### src/rtl/ps2_host_tx.sv
// Host-to-device PS/2 transmitter: sends one command byte to the keyboard over the
// open-collector clock/data pair and reports acknowledge (done) or failure (error).
module ps2_host_tx #(
    parameter int unsigned INHIBIT_CYC = 9600,
    parameter int unsigned TIMEOUT_CYC = 1440000,
    parameter int unsigned FILT        = 8
) (
    input  logic       clk_sys,
    input  logic       reset,
    input  logic       ps2_clk_i,
    input  logic       ps2_dat_i,
    output logic       ps2_clk_oe,
    output logic       ps2_dat_oe,
    input  logic [7:0] tx_data,
    input  logic       tx_start,
    output logic       busy,
    output logic       rx_inhibit,
    output logic       done,
    output logic       error
);

    localparam int unsigned TW = $clog2(TIMEOUT_CYC + 1);
    localparam int unsigned IW = $clog2(INHIBIT_CYC + 1);
    localparam int unsigned FW = $clog2(FILT + 1);

    typedef enum logic [2:0] {
        IDLE,
        INHIBIT,
        RTS,
        SHIFT,
        ACK,
        WAITIDLE,
        FAIL
    } state_t;

    logic [1:0]    clk_sync, dat_sync;
    logic          clk_s, dat_s;
    logic          filt_clk, fall;
    logic [FW-1:0] filt_cnt;

    state_t        state, state_n;
    logic [9:0]    shreg, shreg_n;
    logic [3:0]    bitcnt, bitcnt_n;
    logic [TW-1:0] tcnt, tcnt_n, tdec;
    logic [IW-1:0] icnt, icnt_n;
    logic          clk_oe_q, clk_oe_n;
    logic          dat_oe_q, dat_oe_n;
    logic          busy_q, busy_n;
    logic          done_q, done_n;
    logic          error_q, error_n;
    logic          timed;

    assign clk_s = clk_sync[1];
    assign dat_s = dat_sync[1];

    // Filtered clock only moves after FILT consecutive samples at the new level
    always_ff @(posedge clk_sys) begin
        if (reset) begin
            clk_sync <= '1;
            dat_sync <= '1;
            filt_clk <= 1'b1;
            filt_cnt <= '0;
            fall     <= 1'b0;
        end else begin
            clk_sync <= {clk_sync[0], ps2_clk_i};
            dat_sync <= {dat_sync[0], ps2_dat_i};
            fall     <= 1'b0;
            if (clk_s == filt_clk) begin
                filt_cnt <= '0;
            end else if (filt_cnt == FW'(FILT - 1)) begin
                filt_clk <= clk_s;
                filt_cnt <= '0;
                fall     <= ~clk_s;
            end else begin
                filt_cnt <= filt_cnt + 1'b1;
            end
        end
    end

    always_ff @(posedge clk_sys) begin
        if (reset) begin
            state    <= IDLE;
            shreg    <= '0;
            bitcnt   <= '0;
            tcnt     <= '0;
            icnt     <= '0;
            clk_oe_q <= 1'b0;
            dat_oe_q <= 1'b0;
            busy_q   <= 1'b0;
            done_q   <= 1'b0;
            error_q  <= 1'b0;
        end else begin
            state    <= state_n;
            shreg    <= shreg_n;
            bitcnt   <= bitcnt_n;
            tcnt     <= tcnt_n;
            icnt     <= icnt_n;
            clk_oe_q <= clk_oe_n;
            dat_oe_q <= dat_oe_n;
            busy_q   <= busy_n;
            done_q   <= done_n;
            error_q  <= error_n;
        end
    end

    assign timed = (state == RTS) || (state == SHIFT) || (state == ACK) || (state == WAITIDLE);
    assign tdec  = tcnt - 1'b1;

    always_comb begin
        state_n  = state;
        shreg_n  = shreg;
        bitcnt_n = bitcnt;
        tcnt_n   = tcnt;
        icnt_n   = icnt;
        clk_oe_n = clk_oe_q;
        dat_oe_n = dat_oe_q;
        busy_n   = busy_q;
        done_n   = 1'b0;
        error_n  = 1'b0;

        if (timed) begin
            tcnt_n = fall ? TW'(TIMEOUT_CYC) : tdec;
        end

        unique case (state)
            IDLE: begin
                clk_oe_n = 1'b0;
                dat_oe_n = 1'b0;
                if (tx_start) begin
                    shreg_n  = {1'b1, ~^tx_data, tx_data};
                    busy_n   = 1'b1;
                    clk_oe_n = 1'b1;
                    icnt_n   = IW'(INHIBIT_CYC - 1);
                    state_n  = INHIBIT;
                end
            end
            INHIBIT: begin
                icnt_n = icnt - 1'b1;
                if (icnt == IW'(1)) begin
                    dat_oe_n = 1'b1;
                end
                if (icnt == '0) begin
                    clk_oe_n = 1'b0;
                    dat_oe_n = 1'b1;
                    tcnt_n   = TW'(TIMEOUT_CYC);
                    state_n  = RTS;
                end
            end
            RTS: begin
                if (fall) begin
                    bitcnt_n = '0;
                    state_n  = SHIFT;
                end
            end
            SHIFT: begin
                if (fall) begin
                    dat_oe_n = ~shreg[bitcnt];
                    bitcnt_n = bitcnt + 1'b1;
                    if (bitcnt == 4'd9) begin
                        state_n = ACK;
                    end
                end
            end
            ACK: begin
                if (fall) begin
                    state_n = dat_s ? FAIL : WAITIDLE;
                end
            end
            WAITIDLE: begin
                if (dat_s && filt_clk) begin
                    done_n  = 1'b1;
                    busy_n  = 1'b0;
                    state_n = IDLE;
                end
            end
            FAIL: begin
                clk_oe_n = 1'b0;
                dat_oe_n = 1'b0;
                error_n  = 1'b1;
                busy_n   = 1'b0;
                state_n  = IDLE;
            end
            default: state_n = IDLE;
        endcase

        // Timeout reports directly so error lands exactly TIMEOUT_CYC cycles after the last reload
        if (timed && !fall && tdec == '0 && !done_n) begin
            clk_oe_n = 1'b0;
            dat_oe_n = 1'b0;
            error_n  = 1'b1;
            busy_n   = 1'b0;
            state_n  = IDLE;
        end
    end

    assign ps2_clk_oe = clk_oe_q;
    assign ps2_dat_oe = dat_oe_q;
    assign busy       = busy_q;
    assign rx_inhibit = busy_q;
    assign done       = done_q;
    assign error      = error_q;

endmodule

### config.mk
export PLATFORM = sky130hd
export DESIGN_NAME = ps2_host_tx
export DESIGN_NICKNAME = d
export VERILOG_FILES = /design/src/rtl/ps2_host_tx.sv
export SDC_FILE = /design/constraint.sdc
export NUM_CORES = 1
export LEC_CHECK = 0
export CAP_MARGIN = 15
export CORE_AREA = 4 4 83 85
export CTS_CLUSTER_SIZE = 25
export DETAILED_ROUTE_END_ITERATION = 12
export DIE_AREA = 0 0 87 89
export PLACE_DENSITY_LB_ADDON = 0.08
export SLEW_MARGIN = 20
export SYNTH_ARGS = -nofsm -noshare
export SYNTH_HDL_FRONTEND = slang
export SYNTH_SLANG_ARGS = --single-unit
export TNS_END_PERCENT = 5
### constraint.sdc
create_clock -name clk_sys -period 6.95 [get_ports clk_sys]
set_clock_uncertainty 0.1 [all_clocks]
set_input_delay 2.085 -clock clk_sys [delete_from_list [all_inputs] [get_ports clk_sys]]
set_output_delay 2.085 -clock clk_sys [all_outputs]
set_load 0.005 [all_outputs]
==> impl_results.md <==
- Root Buffer: clkbuf_8
- Hold Slack: 0.317 ns
- Final Cycle Share: 0.507
- Boundary Pins: 19
- WP data required: 7.07 ns
- Synth top area cells: dfxtp_1 37%, a21oi_1 6.4%, nor2_1 4.9%, nand2_1 4.5%, xnor2_1 3.2%
- HP Start: dat_sync[0]$_SDFF_PP1_
- CTS Hold Bufs: 0
- WS Path Type: in2reg
- # nets final: 464
- Core area: 6200 um2
- First-pass DRT Iterations: 5
- Worst path top cell family by delay: simple AND/OR/NAND/NOR gates
- Most frequent cells in the layout: 67 x dfxtp_1, 47 x nor2_1, 46 x a21oi_1, 43 x nand2_1
- Final ANT Viol Nets: 0
- Synth Register Bits: 67
- CP max stage cell: or4b_2
- Vias: 3,161
- FILL cells: 529
- Crit Path Max Fanout: 13
- CTS tree: yes
- Htree depth: 3
- Worst Max-Slew Pin Slew: 1.02 ns
- Crit path buffers/inverters: 1
- Inserted Clock Buffers: 9
- Max incr delay on CP: 0.77 ns
- Starting density of the core: 0.580
- P_int: 1.13 mW
- Die height: 89 um
- Maximum root-to-sink buffer count: 2
- R2R Path Start: state[0]$_SDFFE_PP0P_
- Largest area contributor in the netlist: dfxtp_1
- Maxcap violations: 0
- Vias in the first global route: 2,911
- Post-synth EDFFs: 0
- Worst-path clk slew: 0.07 ns
- Number of diodes: 0
- Area after DPL: 3770 um2
- Hold Crit Depth: 1
- Mapped Nets: 462
- Clock power share: 0.209
- Sw Ratio: 0.421
- Initial antenna violation count: 0
- Pin count of the biggest net entering global routing: 50
- CTS resizes: 0
- Distinct cells, synth: 61
- Final Hold Viols: 0
- Clock Latency Late Sink: 0.35 ns
- CTS sink count: 67
- Ys Warns: 0
- Register area share after synthesis: 0.373
- Setup bufs post-CTS: 0
- Worst vdd ir: 394 uV
- Post-Syn Area: 3600 um2
- Worst R2R Path Depth: 6
- Top FF cell, synth: dfxtp_1
- Syn Area/Cell: 8.14 um2
- LEAKAGE: 1.41 nW
- Synth Instances: 442
- Flop-to-flop setup slack: 3.87 ns
- Die X: 87 um
- CP Cell Sequence: clkdlybuf4s50_1 -> or4b_2 -> nand2_1 -> mux2_2 -> nor2_1
- Port Buffers: 18
- Drt wl/cell: 15.0 um
- Startpoint Class: input pin
- DR DRC count: 0
- Fmax achieved: 0.284 GHz
- Capturing point of the worst reg2reg path: tcnt[1]$_SDFF_PP0_
- Minimum clock period: 3.53 ns
- Total track usage: 0.218
- PD cells: 484 nW/um2
- Outcome: complete, no violations
- Yosys top cell area share: 0.373
- Worst Hold End: dat_sync[1]$_SDFF_PP1_
- Cell area after layout: 4020 um2
- Drt total wl: 7860 um
- Comb pwr share: 0.485
- Share of cells above drive strength 1: 0.0935
- Commonest non-fill, non-tap cell in the layout: dfxtp_1
- Worst EP arrival: 3.65 ns
- Full die area: 7740 um2
- Ys async rst share: 0
- Row Count: 29
- Dpl hpwl: 5240 um
- Area delta synth->final: 11.6%
- First-pass GRT wire length: 13,500 um
- Slew Limit Fails: 0
- Placer Congestion: 0.855
- Slew Limit Headroom: 0.315
- HP Class: reg2reg
- DR iter-0 viols: 227
- Net Sw Power: 0.819 mW
- Sequential Power Share: 0.306
- Vias per inst: 6.01
- Nature of the critical path endpoint: register
- Final TNS setup: 0 ns
- # setup viols final: 0
- GRT overflow: 0
- RSZ-0062 raised after global routing: false
power groups by stage:
stage / combinational (mW) / sequential [mW] / clock (mW)
6_report: 0.944 / 0.595 / 0.405
5_1_grt: 1.06 / 0.611 / 0.429
4_1_cts: 0.941 / 0.592 / 0.413
3_5_place_dp: 0.937 / 0.600 / 0
3_3_place_gp: 0.918 / 0.599 / 0
2_1_floorplan: 0.822 / 0.543 / 0
metrics by stage:
stage,power [mW],worst slack (ns),util,instances
2_1_floorplan,1.37,3.66,-,442
3_3_place_gp,1.52,3.05,0.607,510
5_1_grt,2.10,3.36,0.647,526
3_5_place_dp,1.54,3.05,0.607,510
6_report,1.94,3.42,0.647,526
4_1_cts,1.95,3.43,0.647,526
worst max path at each step:
stage | start | endpoint | cells after the start
after global placement | tx_start | icnt[11]$_SDFFE_PP0P_ | 5
after global routing | reset | tcnt[4]$_SDFF_PP0_ | 4
after detailed placement | tx_start | icnt[12]$_SDFFE_PP0P_ | 5
final | tx_start | icnt[12]$_SDFFE_PP0P_ | 5
after floorplan | tx_start | icnt[10]$_SDFFE_PP0P_ | 4
after CTS | tx_start | icnt[12]$_SDFFE_PP0P_ | 5
cell type report:
cell class,count,area (um2),area share
flip-flops and latches,67,1340,0.334
inverters,9,33.8,0.00841
multi-input cells,336,2090,0.521
repair buffers,21,203,0.0505
well taps,77,96.3,0.0240
clock buffers,10,138,0.0343
clock inverters,6,111,0.0277
cells by family after synthesis:
group | count (synthesis) | synth area share
xor+xnor | 16 | 0.0390
fa+ha+maj | 7 | 0.0243
compound gates | 109 | 0.193
simple gates | 194 | 0.288
mux | 10 | 0.0358
flops | 67 | 0.373
buf+inv | 39 | 0.0473
sequential cells by signal (all words and copies together), names as in the netlist:
register and count:
bitcnt 4, busy 1, clk_sync 2, dat_sync 2
done 1, error 1, fall 1, filt_clk 1
filt_cnt 4, icnt 14, ps2_clk_oe 1, ps2_dat_oe 1
shreg 10, state 3, tcnt 21
synthesized netlist by cell type (all sizes together) (9+ instances only):
cell,instances
o21ai,21
clkbuf,21
inv,9
dfxtp,67
a211oi,10
nand3,15
xnor2,13
nand2,43
nor4,10
nor2,47
buf,9
nor3,21
a21oi,46
layer usage:
metal	vias up	track usage	wire [um]
met5	-	0	0
met4	0	0.0977	161
met3	14	0.0442	350
met2	69	0.353	3680
met1	1479	0.281	3670
li1	1599	-	-
Power figures use the tool's default switching activity.
